==> src/rtl/blk_79b7e8.sv <==
// Descriptor chain walker: fetches 4-word descriptors over the memory port, hands them to the
// DMA engine with valid/ready, writes the completion status back and follows the next pointer.
module blk_79b7e8 #(
  parameter int ADDR_WIDTH = 11,
  parameter int RD_LATENCY = 1
) (
  input  logic                  clk,
  input  logic                  reset,
  input  logic                  start,
  input  logic                  abort,
  input  logic [31:0]           first_desc,
  output logic                  m_chipselect,
  output logic [ADDR_WIDTH-1:0] m_address,
  output logic                  m_read,
  output logic                  m_write,
  output logic [3:0]            m_byteenable,
  output logic [31:0]           m_writedata,
  input  logic [31:0]           m_readdata,
  output logic                  desc_valid,
  input  logic                  desc_ready,
  output logic [31:0]           desc_buf_addr,
  output logic [15:0]           desc_length,
  output logic                  desc_eop,
  input  logic                  dma_done,
  input  logic [15:0]           dma_status,
  output logic                  busy,
  output logic                  chain_done,
  output logic                  chain_error
);

  // desc_valid/desc_ready: a descriptor transfers on any clock edge where both are high; while
  // desc_valid is high and desc_ready low, desc_buf_addr/desc_length/desc_eop hold their values.

  typedef enum logic [2:0] {
    S_IDLE,
    S_FETCH,
    S_CHECK,
    S_ISSUE,
    S_WAIT_DONE,
    S_WRITEBACK,
    S_NEXT
  } state_e;

  localparam logic [31:0] MAX_WORD = 32'((2 ** ADDR_WIDTH) - 4);

  state_e                  state_q, state_d;
  logic [ADDR_WIDTH-1:0]   ptr_q, ptr_d;
  logic [1:0]              issue_cnt_q, issue_cnt_d;
  logic [1:0]              cap_cnt_q, cap_cnt_d;
  logic [RD_LATENCY-1:0]   rd_sr_q, rd_sr_d;
  logic [31:0]             w0_q, w0_d;
  logic [31:0]             w1_q, w1_d;
  logic [31:0]             w2_q, w2_d;
  logic                    cs_q, cs_d;
  logic [ADDR_WIDTH-1:0]   addr_q, addr_d;
  logic                    rd_q, rd_d;
  logic                    wr_q, wr_d;
  logic [3:0]              be_q, be_d;
  logic [31:0]             wdata_q, wdata_d;
  logic                    valid_q, valid_d;
  logic                    busy_q, busy_d;
  logic                    done_q, done_d;
  logic                    err_q, err_d;
  logic                    enter_fetch;
  logic [ADDR_WIDTH-1:0]   fetch_ptr;

  always_comb begin
    state_d     = state_q;
    ptr_d       = ptr_q;
    issue_cnt_d = issue_cnt_q;
    cap_cnt_d   = cap_cnt_q;
    w0_d        = w0_q;
    w1_d        = w1_q;
    w2_d        = w2_q;
    cs_d        = 1'b0;
    addr_d      = addr_q;
    rd_d        = 1'b0;
    wr_d        = 1'b0;
    be_d        = 4'hF;
    wdata_d     = wdata_q;
    valid_d     = valid_q;
    done_d      = 1'b0;
    err_d       = 1'b0;
    enter_fetch = 1'b0;
    fetch_ptr   = ptr_q;

    // rd_sr tracks reads the memory has sampled; its top bit marks the cycle data is valid
    rd_sr_d[0] = rd_q;
    for (int i = 1; i < RD_LATENCY; i++) begin
      rd_sr_d[i] = rd_sr_q[i-1];
    end

    case (state_q)
      S_IDLE: begin
        if (start) begin
          enter_fetch = 1'b1;
          fetch_ptr   = first_desc[ADDR_WIDTH+1:2];
        end
      end
      S_FETCH: begin
        if (issue_cnt_q != 2'd3) begin
          cs_d        = 1'b1;
          rd_d        = 1'b1;
          addr_d      = ptr_q + ADDR_WIDTH'(issue_cnt_q);
          issue_cnt_d = issue_cnt_q + 2'd1;
        end
        if (rd_sr_q[RD_LATENCY-1]) begin
          case (cap_cnt_q)
            2'd0:    w0_d = m_readdata;
            2'd1:    w1_d = m_readdata;
            default: w2_d = m_readdata;
          endcase
          cap_cnt_d = cap_cnt_q + 2'd1;
          if (cap_cnt_q == 2'd2) begin
            state_d = S_CHECK;
          end
        end
      end
      S_CHECK: begin
        if (!w2_q[31] || abort) begin
          done_d  = 1'b1;
          state_d = S_IDLE;
        end else begin
          valid_d = 1'b1;
          state_d = S_ISSUE;
        end
      end
      S_ISSUE: begin
        if (desc_ready) begin
          valid_d = 1'b0;
          state_d = S_WAIT_DONE;
        end
      end
      S_WAIT_DONE: begin
        if (dma_done) begin
          wdata_d = {1'b0, w2_q[30], 14'b0, dma_status};
          cs_d    = 1'b1;
          wr_d    = 1'b1;
          addr_d  = ptr_q + ADDR_WIDTH'(2'd3);
          state_d = S_WRITEBACK;
        end
      end
      S_WRITEBACK: begin
        state_d = S_NEXT;
      end
      S_NEXT: begin
        if ((w1_q == 32'd0) || abort) begin
          done_d  = 1'b1;
          state_d = S_IDLE;
        end else if ((w1_q[1:0] != 2'b00) || ({2'b00, w1_q[31:2]} > MAX_WORD)) begin
          err_d   = 1'b1;
          state_d = S_IDLE;
        end else begin
          enter_fetch = 1'b1;
          fetch_ptr   = w1_q[ADDR_WIDTH+1:2];
        end
      end
      default: state_d = S_IDLE;
    endcase

    // first read goes out on the same edge that enters FETCH
    if (enter_fetch) begin
      state_d     = S_FETCH;
      ptr_d       = fetch_ptr;
      cs_d        = 1'b1;
      rd_d        = 1'b1;
      addr_d      = fetch_ptr;
      issue_cnt_d = 2'd1;
      cap_cnt_d   = 2'd0;
    end

    busy_d = (state_d != S_IDLE);
  end

  always_ff @(posedge clk) begin
    if (reset) begin
      state_q     <= S_IDLE;
      ptr_q       <= '0;
      issue_cnt_q <= '0;
      cap_cnt_q   <= '0;
      rd_sr_q     <= '0;
      w0_q        <= '0;
      w1_q        <= '0;
      w2_q        <= '0;
      cs_q        <= 1'b0;
      addr_q      <= '0;
      rd_q        <= 1'b0;
      wr_q        <= 1'b0;
      be_q        <= 4'h0;
      wdata_q     <= '0;
      valid_q     <= 1'b0;
      busy_q      <= 1'b0;
      done_q      <= 1'b0;
      err_q       <= 1'b0;
    end else begin
      state_q     <= state_d;
      ptr_q       <= ptr_d;
      issue_cnt_q <= issue_cnt_d;
      cap_cnt_q   <= cap_cnt_d;
      rd_sr_q     <= rd_sr_d;
      w0_q        <= w0_d;
      w1_q        <= w1_d;
      w2_q        <= w2_d;
      cs_q        <= cs_d;
      addr_q      <= addr_d;
      rd_q        <= rd_d;
      wr_q        <= wr_d;
      be_q        <= be_d;
      wdata_q     <= wdata_d;
      valid_q     <= valid_d;
      busy_q      <= busy_d;
      done_q      <= done_d;
      err_q       <= err_d;
    end
  end

  assign m_chipselect  = cs_q;
  assign m_address     = addr_q;
  assign m_read        = rd_q;
  assign m_write       = wr_q;
  assign m_byteenable  = be_q;
  assign m_writedata   = wdata_q;
  assign desc_valid    = valid_q;
  assign desc_buf_addr = w0_q;
  assign desc_length   = w2_q[15:0];
  assign desc_eop      = w2_q[30];
  assign busy          = busy_q;
  assign chain_done    = done_q;
  assign chain_error   = err_q;

  logic unused_bits;
  assign unused_bits = ^{first_desc[31:ADDR_WIDTH+2], first_desc[1:0], w2_q[29:16]};

endmodule

==> config.mk <==
export PLATFORM = sky130hd
export DESIGN_NAME = blk_79b7e8
export DESIGN_NICKNAME = d
export VERILOG_FILES = /design/src/rtl/blk_79b7e8.sv
export SDC_FILE = /design/constraint.sdc
export NUM_CORES = 1
export LEC_CHECK = 0
export ABC_AREA = 1
export BUFFER_PORTS_ARGS = -buffer_cell sky130_fd_sc_hd__buf_2
export CORE_UTILIZATION = 50
export CTS_CLUSTER_SIZE = 28
export DETAILED_ROUTE_END_ITERATION = 16
export PLACE_DENSITY = 0.78
export SYNTH_ARGS = -nofsm -noshare
export SYNTH_HDL_FRONTEND = slang
export SYNTH_SLANG_ARGS = --single-unit
export TNS_END_PERCENT = 1
==> constraint.sdc <==
create_clock -name clk -period 3.7 [get_ports clk]
set_input_delay 0.185 -clock clk [delete_from_list [all_inputs] [get_ports clk]]
set_output_delay 0.185 -clock clk [all_outputs]
set_load 0.01 [all_outputs]
==> results of run 1 <==
[logic make-up after synthesis]
kind of cell             Yosys count
AND/OR/NAND/NOR                  372
adder cells (fa/ha/maj)            7
buffers and inverters            150
flip-flops                       137
other                              1
AO/OA/AOI/OAI                    186
XOR/XNOR                           9
multiplexers                       2
[flip-flops by register name, summed over array words and instances (netlist names)]
| name | cells |
|---|---|
| desc_valid | 1 |
| ptr_q | 11 |
| chain_error | 1 |
| w1_q | 32 |
| chain_done | 1 |
| busy | 1 |
| cap_cnt_q | 2 |
| desc_buf_addr | 32 |
| m_address | 11 |
| m_writedata | 17 |
| w2_q | 18 |
| m_read | 1 |
| state_q | 3 |
| m_write | 1 |
| m_chipselect | 1 |
| rd_sr_q | 1 |
| m_byteenable | 1 |
| issue_cnt_q | 2 |
[cell type report]
cell class,count,area [µm²],area share (%)
inverters,72,270,3.72
multi-input cells,591,2750,37.9
well taps,147,184,2.53
repair buffers,159,813,11.2
flip-flops and latches,137,2740,37.8
clock inverters,4,20.0,0.276
clock buffers,26,479,6.60
[power by group through the flow]
stage	logic, mW	clock network (mW)	registers (mW)
2_1_floorplan	0.187	0	1.58
3_3_place_gp	0.289	0	1.57
3_5_place_dp	0.292	0	1.57
4_1_cts	0.294	1.47	1.54
5_1_grt	0.333	1.54	1.54
6_report	0.294	1.45	1.54
[per-layer routing]
layer	global-route usage (%)	vias to the layer above
met4	9.04	0
met2	35.7	173
met1	32.6	2588
met3	6.80	22
met5	0	-
li1	-	2937
[through the flow]
stage | cell area [µm²] | hold WS [ns] | cells
finish | 7260 | 0.0336 | 1136
global placement | 6760 | 0.408 | 1106
floorplan | 6240 | 0.254 | 878
CTS | 7260 | 0.0234 | 1136
detailed placement | 6760 | 0.425 | 1106
global route | 7260 | 0.0308 | 1136
[worst min-delay path by stage]
stage | from | end | slack, ns | cells after the start
3_5_place_dp | m_read | rd_sr_q | 0.43 | 2
3_3_place_gp | m_read | rd_sr_q | 0.41 | 2
6_report | m_readdata[17] | w1_q[17] | 0.03 | 3
2_1_floorplan | reset | m_writedata[0] | 0.25 | 1
5_1_grt | m_readdata[17] | w1_q[17] | 0.03 | 3
4_1_cts | m_readdata[3] | w2_q[3] | 0.02 | 3
[cells in the final DEF (no fill, tap or decap), types with 3 or more instances in the layout]
cell	instances
nor2_1	160
buf_2	152
nand2_1	143
dfxtp_1	137
o21ai_0	109
inv_1	65
a21oi_1	64
nand3_1	43
clkbuf_16	17
conb_1	15
o21ai_1	9
xor2_1	9
inv_2	7
clkbuf_1	7
buf_4	7
nor3_1	6
ha_1	6
nand2_2	5
clkinv_2	4
nor2_2	3
[critical path: stages, from the launching register on]
cell	delay (ns)
dfxtp_1	0.47
nor2_1	0.09
inv_1	0.10
nor2_1	0.04
buf_4	0.20
or2_2	0.30
ha_1	0.22
fa_1	0.40
nand2_1	0.11
inv_1	0.06
nand2_1	0.09
nor2_1	0.08
nand3_1	0.10
xor2_1	0.16
o21ai_0	0.09
a21oi_1	0.15
==> impl_metrics.py, run 1 <==
metrics = {
    "logic_synthesis": {
        "synth_adder_area_share_pct": 1.54,
        "ys_seq_elements": 137,
        "yosysMostFrequentCell": "nor2_1",
        "async_reset_ff_share_pct": 0,
        "synth_compound_area_share_pct": 15.3,
        "synthTopCellsByCount": "nor2_1, nand2_1, dfxtp_1",
        "synth_cells": 864,
        "synth.distinct_cells": 34,
        "yosys.area.top_type_share_pct": 44.3,
        "synthFlopType": "dfxtp_1",
        "yosys.area.top_type": "dfxtp_1",
        "yosysWarnings": 0,
        "synth_xor_area_share_pct": 1.27,
        "synthSimpleGateAreaFrac_pct": 25.1,
        "ys_top_cells_by_area": "dfxtp_1, nor2_1, o21ai_0",
        "synth_edf_count": 0,
        "ys_seq_area_share_pct": 44.3,
        "synth_top_family_by_area": "simple AND/OR/NAND/NOR gates",
        "netlist_area_um2": 6190,
        "synthMuxAreaShare_pct": 0.324,
        "synth_area_per_cell_um2": 7.16,
    },
    "cts": {
        "post_cts_buffers": 0,
        "insertion_delay_ns": 0.41,
        "clockRootBuffer": "clkbuf_16",
        "clock_path_buffers": 2,
        "numCtsBuffers": 17,
        "htree_levels": 4,
        "cts_hold_buffers": 0,
        "cts_tree": "done",
        "clkSinkCount": 137,
        "clk_pin_slew_ns": 0.06,
        "cts_resized": 0,
    },
    "global_routing": {
        "grt-ovfl-total": 0,
        "grt_pass1_wl_mm": 24.3,
        "track_usage_pct": 23.9,
        "grt_pass1_vias": 5024,
        "antenna_found_initial": 0,
        "grt_max_degree": 51,
    },
    "place": {
        "io_buffers": 152,
        "hpwl_mm": 10.2,
        "place_ws_ns": 0.984,
        "gp_congestion": 0.847,
    },
    "layout": {
        "nets": 1071,
        "antenna_cells": 0,
        "syn_to_final_growth_pct": 17.3,
        "drive_gt1_share_pct": 20.8,
        "fill_cells": 1143,
        "post-route-util_pct": 60.4,
    },
    "sta": {
        "clock_skew_ns": 0.00841,
        "timing.final.crit_share_pct": 73.3,
        "worst_slew_margin_rel_pct": 44.7,
        "fin_tns_setup_ns": 0,
        "slew_violations": 0,
        "setup_ws_ns": 0.987,
        "tightest_slew_ns": 0.827,
        "fmax_mhz": 369,
        "finalSetupViolCount": 0,
        "rsz0062_at_grt": "false",
        "fin_crit_ns": 2.71,
        "hold_viol": 0,
    },
    "pwr": {
        "power_mw": 3.28,
        "sw_frac_of_total_pct": 23.8,
        "powerDensity_nw_per_um2": 452,
        "power_frac_seq_pct": 46.8,
        "p_int_mw": 2.50,
        "p_switching_uw": 782,
        "clockPowerShare_pct": 44.2,
        "combPwrFrac_pct": 9.0,
        "ir_worst_vdd_mv": 0.323,
        "leakagePower_nw": 3.47,
    },
    "critical_path": {
        "rrSetupSlack_ns": 0.99,
        "startpoint": "state_q[1]",
        "worstPathRequired_ns": 4.05,
        "reg2reg_depth": 15,
        "crit_arrival_ns": 3.06,
        "worstPathMaxFanout": 20,
        "endpoint": "m_address[10]",
        "start_kind": "register",
        "critPathCaptureType": "register",
        "r2r_start": "state_q[1]",
        "r2r-end": "m_address[10]",
        "worst-setup-path-type": "register to register",
    },
    "die": {
        "initial_utilization_pct": 51.5,
        "core_region_area_um2": 12000,
        "die_y_um": 113,
        "die_area_um2": 12800,
        "boundaryPins": 189,
        "rows": 40,
        "fp.dieW_um": 113,
    },
    "status": {
        "run_status": "finished clean",
    },
    "hold_path": {
        "hp-class": "input pin to register",
    },
    "detailed_routing": {
        "drc": 0,
        "dr.max_layer_used": "met4",
        "route.met3.wl_um": 926,
        "via_count": 5720,
        "vias_per_cell": 5.04,
        "drt_iter0_drc": 415,
        "drt_pass1_iterations": 5,
        "wire_per_inst_um": 12.9,
        "antenna_left": 0,
        "drt_wl_total_mm": 14.7,
        "wl_met2_mm": 6.53,
        "met1Wirelength_mm": 7.01,
    },
    "run": {
        "drv_cap": 0,
    },
}
No activity file was read; power rests on OpenSTA's default activity.
==> run 2, diff against run 1 <==
Settings changed: CORE_UTILIZATION 50 to 47, PLACE_DENSITY 0.78 to 0.77.
Clock period 3.7 ns to 2.35 ns, I/O delays scaled along.
==> run 2 against run 1 <==
Count of clock-buffer cells in the layout fell by 1. Worst hold slack lost 0.023 ns. Routed wire length increased by 8.6%. Sequential power increased by 57%. Critical endpoint unchanged. Largest power group is now the clock network. Highest routed layer unchanged.
==> impl_metrics.py, run 2 (synthesized netlist as in run 1, its figures left out) <==
metrics = {
    "status": {
        "run_status": "finished clean",
    },
    "sta": {
        "slew_violations": 0,
        "worst_slew_margin_rel_pct": 60.8,
        "hold_ws_ns": 0.0102,
        "fmax_mhz": 450,
        "clock_skew_ns": 0.00811,
        "hold_viol": 0,
        "tightest_slew_ns": 0.587,
        "timing.final.crit_share_pct": 94.5,
        "finalSetupViolCount": 0,
        "fin_crit_ns": 2.22,
        "setup_ws_ns": 0.130,
        "rsz0062_at_grt": "true",
    },
    "cts": {
        "cts_tree": "done",
        "clkSinkCount": 137,
        "insertion_delay_ns": 0.42,
        "clockRootBuffer": "clkbuf_16",
        "numCtsBuffers": 17,
        "post_cts_buffers": 0,
        "clock_path_buffers": 2,
        "htree_levels": 4,
        "clk_pin_slew_ns": 0.05,
    },
    "critical_path": {
        "start_kind": "register",
        "crit_arrival_ns": 2.57,
        "critPathCaptureType": "register",
        "worstPathRequired_ns": 2.70,
        "r2r-end": "m_address[10]",
        "crit_chain": "nor2_1, inv_1, nor2_1, or2_2, ha_1, fa_1, nand2_1, inv_1, nand2_2, nor2_2, nand3_1, xor2_1, o21ai_0, a21oi_1",
        "path_buf_inv": 2,
        "rrSetupSlack_ns": 0.13,
        "worst-setup-path-type": "register to register",
        "cpLargestDelayFamily": "simple AND/OR/NAND/NOR gates",
        "worstPathMaxFanout": 3,
        "r2r_start": "state_q[0]",
        "reg2reg_depth": 14,
        "critPathSlowestCell": "fa_1",
        "critical-path-max-stage-delay_ns": 0.40,
    },
    "layout": {
        "post-route-util_pct": 62.2,
        "drive_gt1_share_pct": 21.5,
        "mostFrequentLayoutCell": "nor2_1",
        "nets": 1127,
        "final_cell_mix": "nor2_1, buf_2, nand2_1",
        "instances_no_fill": 1219,
        "syn_to_final_growth_pct": 27.9,
        "final_area_um2": 7910,
        "antenna_cells": 0,
    },
    "global_routing": {
        "antenna_found_initial": 0,
        "grt-ovfl-total": 0,
        "grt_pass1_wl_mm": 25.7,
        "grt_max_degree": 73,
        "grt_pass1_vias": 5366,
        "track_usage_pct": 24.4,
    },
    "detailed_routing": {
        "drt_wl_total_mm": 16.0,
        "antenna_left": 0,
        "wire_per_inst_um": 13.1,
        "drc": 0,
        "vias_per_cell": 4.82,
        "drt_pass1_iterations": 5,
        "drt_iter0_drc": 400,
        "via_count": 5873,
    },
    "die": {
        "core_region_area_um2": 12700,
        "die_y_um": 117,
        "rows": 41,
        "die_area_um2": 13600,
        "boundaryPins": 189,
        "initial_utilization_pct": 48.6,
        "fp.dieW_um": 117,
    },
    "pwr": {
        "ir_worst_vdd_mv": 0.496,
        "power_frac_seq_pct": 44.4,
        "clockPowerShare_pct": 45.7,
        "combPwrFrac_pct": 9.9,
        "powerDensity_nw_per_um2": 688,
        "leakagePower_nw": 3.74,
        "sw_frac_of_total_pct": 23.9,
        "p_int_mw": 4.14,
        "p_switching_mw": 1.30,
    },
    "hold_path": {
        "worstHoldStart": "m_readdata[14]",
        "holdPathStages": 3,
        "hp-class": "input pin to register",
        "hold-path-endpoint": "desc_buf_addr[14]",
    },
    "place": {
        "place_inst": 1142,
        "io_buffers": 152,
        "placedInstanceArea_um2": 6900,
        "gp_congestion": 0.861,
        "place_ws_ns": 0.102,
        "hpwl_mm": 10.5,
    },
    "run": {
        "drv_cap": 0,
    },
}
## run 2: worst max path at each step
stage	from	end	depth (start not counted)
5_1_grt	state_q[0]	m_address[10]	14
3_3_place_gp	state_q[0]	m_address[10]	14
4_1_cts	state_q[0]	m_address[10]	14
6_report	state_q[0]	m_address[10]	14
2_1_floorplan	state_q[1]	m_address[10]	15
3_5_place_dp	state_q[0]	m_address[10]	14
## run 2: cell type report
| class | count | area, µm² |
|---|---|---|
| timing repair buffer | 215 | 1370 |
| inverter | 72 | 270 |
| tap | 172 | 215 |
| multi-input combinational | 591 | 2760 |
| fill | 1158 | 4810 |
| clock buffer | 25 | 485 |
| clock inverter | 7 | 67.6 |
| sequential | 137 | 2740 |
## run 2: metrics by stage
stage	total power [mW]	TNS (ns)
after detailed placement	2.94	0
after global routing	5.67	-0.137
final	5.44	0
after floorplan	2.78	0
after CTS	5.48	0
after global placement	2.93	0
## run 2: timing repair
item | CTS | global route
hold endpoints to repair | 62 | 0
gates resized for setup | 0 | 3
hold buffers | 45 | 0
setup endpoints to repair | 0 | 16
## run 2: power groups by stage
stage | Sequential, mW | Combinational [mW] | Clock (mW)
floorplan | 2.48 | 0.295 | 0
global placement | 2.46 | 0.470 | 0
detailed placement | 2.47 | 0.474 | 0
CTS | 2.42 | 0.534 | 2.53
global route | 2.42 | 0.607 | 2.64
finish | 2.42 | 0.541 | 2.49
## run 2: routing by layer
metal  up-vias  part of all wire [%]  track usage (%)
met5         -                     0                0
met4         0                   1.3             8.02
met3        15                   4.8             5.92
met2       158                    46             38.6
met1      2642                    48             32.6
li1       3058                     -                -
## run 2: worst reg2reg max path: stages, from the launching register on
cell and delay, ns:
dfxtp_1 0.32, nor2_1 0.06, inv_1 0.08, nor2_1 0.07
or2_2 0.28, ha_1 0.21, fa_1 0.40, nand2_1 0.11
inv_1 0.07, nand2_2 0.08, nor2_2 0.05, nand3_1 0.07
xor2_1 0.14, o21ai_0 0.09, a21oi_1 0.13
==> run 3, diff against run 2 <==
Settings changed: GPL_TIMING_DRIVEN from default to 0, MAX_ROUTING_LAYER from default to met4.
==> run 3 against run 2 <==
Sequential cell count stayed put. Non-clock buffer count is 62 higher. Global-route usage is 2.2 points higher. Largest power group unchanged. Worst hold slack better by 0.0027 ns. Die area stayed put.
==> impl_metrics.py, run 3 (synthesized netlist as in run 1, its figures left out) <==
metrics = {
    "die": {
        "rows": 41,
        "fp.dieW_um": 117,
        "die_y_um": 117,
        "boundaryPins": 189,
        "die_area_um2": 13600,
        "initial_utilization_pct": 48.6,
        "core_region_area_um2": 12700,
    },
    "hold_path": {
        "hold-path-endpoint": "w2_q[6]",
        "worstHoldStart": "m_readdata[6]",
        "holdPathStages": 3,
        "hp-class": "input pin to register",
    },
    "cts": {
        "htree_levels": 4,
        "insertion_delay_ns": 0.42,
        "numCtsBuffers": 17,
        "clk_pin_slew_ns": 0.06,
        "clock_path_buffers": 2,
        "clockRootBuffer": "clkbuf_16",
        "clkSinkCount": 137,
        "cts_tree": "done",
    },
    "layout": {
        "multi_input_area_um2": 2780,
        "final_area_um2": 8260,
        "antenna_cells": 0,
        "final_cell_mix": "buf_2, nor2_1, nand2_1",
        "regArea_um2": 2750,
        "mostFrequentLayoutCell": "buf_2",
        "fill_cells": 1142,
        "syn_to_final_growth_pct": 33.6,
        "drive_gt1_share_pct": 24.0,
        "nets": 1189,
    },
    "global_routing": {
        "grt_max_degree": 17,
        "track_usage_pct": 26.5,
        "antenna_found_initial": 0,
        "grt_pass1_vias": 5662,
        "grt_pass1_wl_mm": 26.9,
        "grt-ovfl-total": 0,
    },
    "place": {
        "gp_congestion": 0.931,
        "hpwl_mm": 12.0,
        "placedInstanceArea_um2": 7210,
        "io_buffers": 151,
    },
    "pwr": {
        "powerDensity_nw_per_um2": 661,
        "power_mw": 5.46,
        "power_frac_seq_pct": 44.2,
        "clockPowerShare_pct": 45.2,
        "p_int_mw": 4.13,
        "p_switching_mw": 1.33,
        "sw_frac_of_total_pct": 24.4,
        "ir_worst_vdd_mv": 0.544,
        "combPwrFrac_pct": 10.5,
        "leakagePower_nw": 3.95,
    },
    "sta": {
        "fmax_mhz": 455,
        "fin_tns_setup_ns": 0,
        "tightest_slew_ns": 0.842,
        "worst_slew_margin_rel_pct": 43.9,
        "slew_violations": 0,
        "clock_skew_ns": 0.0128,
        "finalSetupViolCount": 0,
        "rsz0062_at_grt": "false",
        "timing.final.crit_share_pct": 93.5,
        "hold_viol": 0,
        "fin_crit_ns": 2.20,
        "hold_ws_ns": 0.0130,
    },
    "critical_path": {
        "path_buf_inv": 2,
        "rrSetupSlack_ns": 0.15,
        "cpLargestDelayFamily": "simple AND/OR/NAND/NOR gates",
        "startpoint": "state_q[1]",
        "critPathCaptureType": "register",
        "worst-setup-path-type": "register to register",
        "reg2reg_depth": 13,
        "critPathSlowestCell": "dfxtp_4",
        "r2r_start": "state_q[1]",
        "crit_path_frequent_cell": "nand2_1",
        "r2r-end": "m_address[9]",
        "start_kind": "register",
        "worstPathRequired_ns": 2.70,
        "crit_chain": "nor2_2, inv_2, nor2_4, buf_4, or2_2, ha_1, nand3_1, nand2_1, nand2_1, nor3_2, xor2_1, o21ai_0, a21oi_1",
        "crit_arrival_ns": 2.55,
        "worstPathMaxFanout": 6,
        "critical-path-max-stage-delay_ns": 0.39,
    },
    "detailed_routing": {
        "wire_per_inst_um": 13.3,
        "drt_pass1_iterations": 5,
        "drt_iter0_drc": 477,
        "antenna_left": 0,
        "vias_per_cell": 4.84,
        "via_count": 6193,
        "drt_wl_total_mm": 17.0,
        "drc": 0,
    },
    "run": {
        "drv_cap": 0,
    },
    "status": {
        "run_status": "finished clean",
    },
}
-- run 3: cell types whose count changed in the layout (fill, tap and decap cells not counted), sizes merged --
cell	change
buf	+36
clkbuf	+24
clkinvlp	-1
dlygate4sd3	+1
inv	+1
-- run 3: layout make-up --
cell class | count | area share [%]
plain buffers | 77 | 5.72
clock buffers | 24 | 5.71
clock inverters | 7 | 0.833
inverters | 72 | 3.27
multi-input cells | 591 | 33.6
flip-flops and latches | 137 | 33.3
well taps | 172 | 2.60
repair buffers | 200 | 15.0
-- run 3: through the flow --
stage          util [%]  std cells  worst slack, ns
6_report           64.9       1280            0.152
3_5_place_dp       56.7       1201           -0.210
4_1_cts            64.7       1279           0.0161
5_1_grt            64.9       1280           0.0183
3_3_place_gp       56.7       1201           -0.183
2_1_floorplan         -        878           0.0518
-- run 3: power by group through the flow --
stage	Sequential [mW]	Combinational (mW)	Clock [mW]
6_report	2.42	0.575	2.47
2_1_floorplan	2.48	0.295	0
3_3_place_gp	2.47	0.504	0
4_1_cts	2.42	0.567	2.49
5_1_grt	2.42	0.646	2.60
3_5_place_dp	2.47	0.505	0
-- run 3: worst max-delay path by stage --
stage | to | cells past startpoint | slack [ns]
finish | m_address[9] | 13 | 0.15
global route | m_address[10] | 14 | 0.02
CTS | m_address[10] | 14 | 0.02
detailed placement | m_address[10] | 15 | -0.21
global placement | m_address[10] | 15 | -0.18
floorplan | m_address[10] | 15 | 0.05
-- run 3: layer usage --
metal	up-vias	wire, µm	track usage (%)
met3	24	1060	5.50
met4	0	298	8.61
met2	244	7850	41.7
met5	-	0	-
met1	2741	7760	34.1
li1	3184	-	-
-- run 3: worst min-delay path, cell delays in order --
cell and delay, ns:
buf_2 0.12, nor2_1 0.05, nor2_1 0.10
-- run 3: repair_timing --
| action | 4_1_cts | 5_1_grt |
|---|---|---|
| hold buffers | 46 | 0 |
| buffers inserted | 2 | 1 |
| resized for setup | 6 | 8 |
| setup endpoints to repair | 5 | 4 |
| endpoints found under the hold margin | 56 | 0 |
| pin swaps | 1 | 0 |
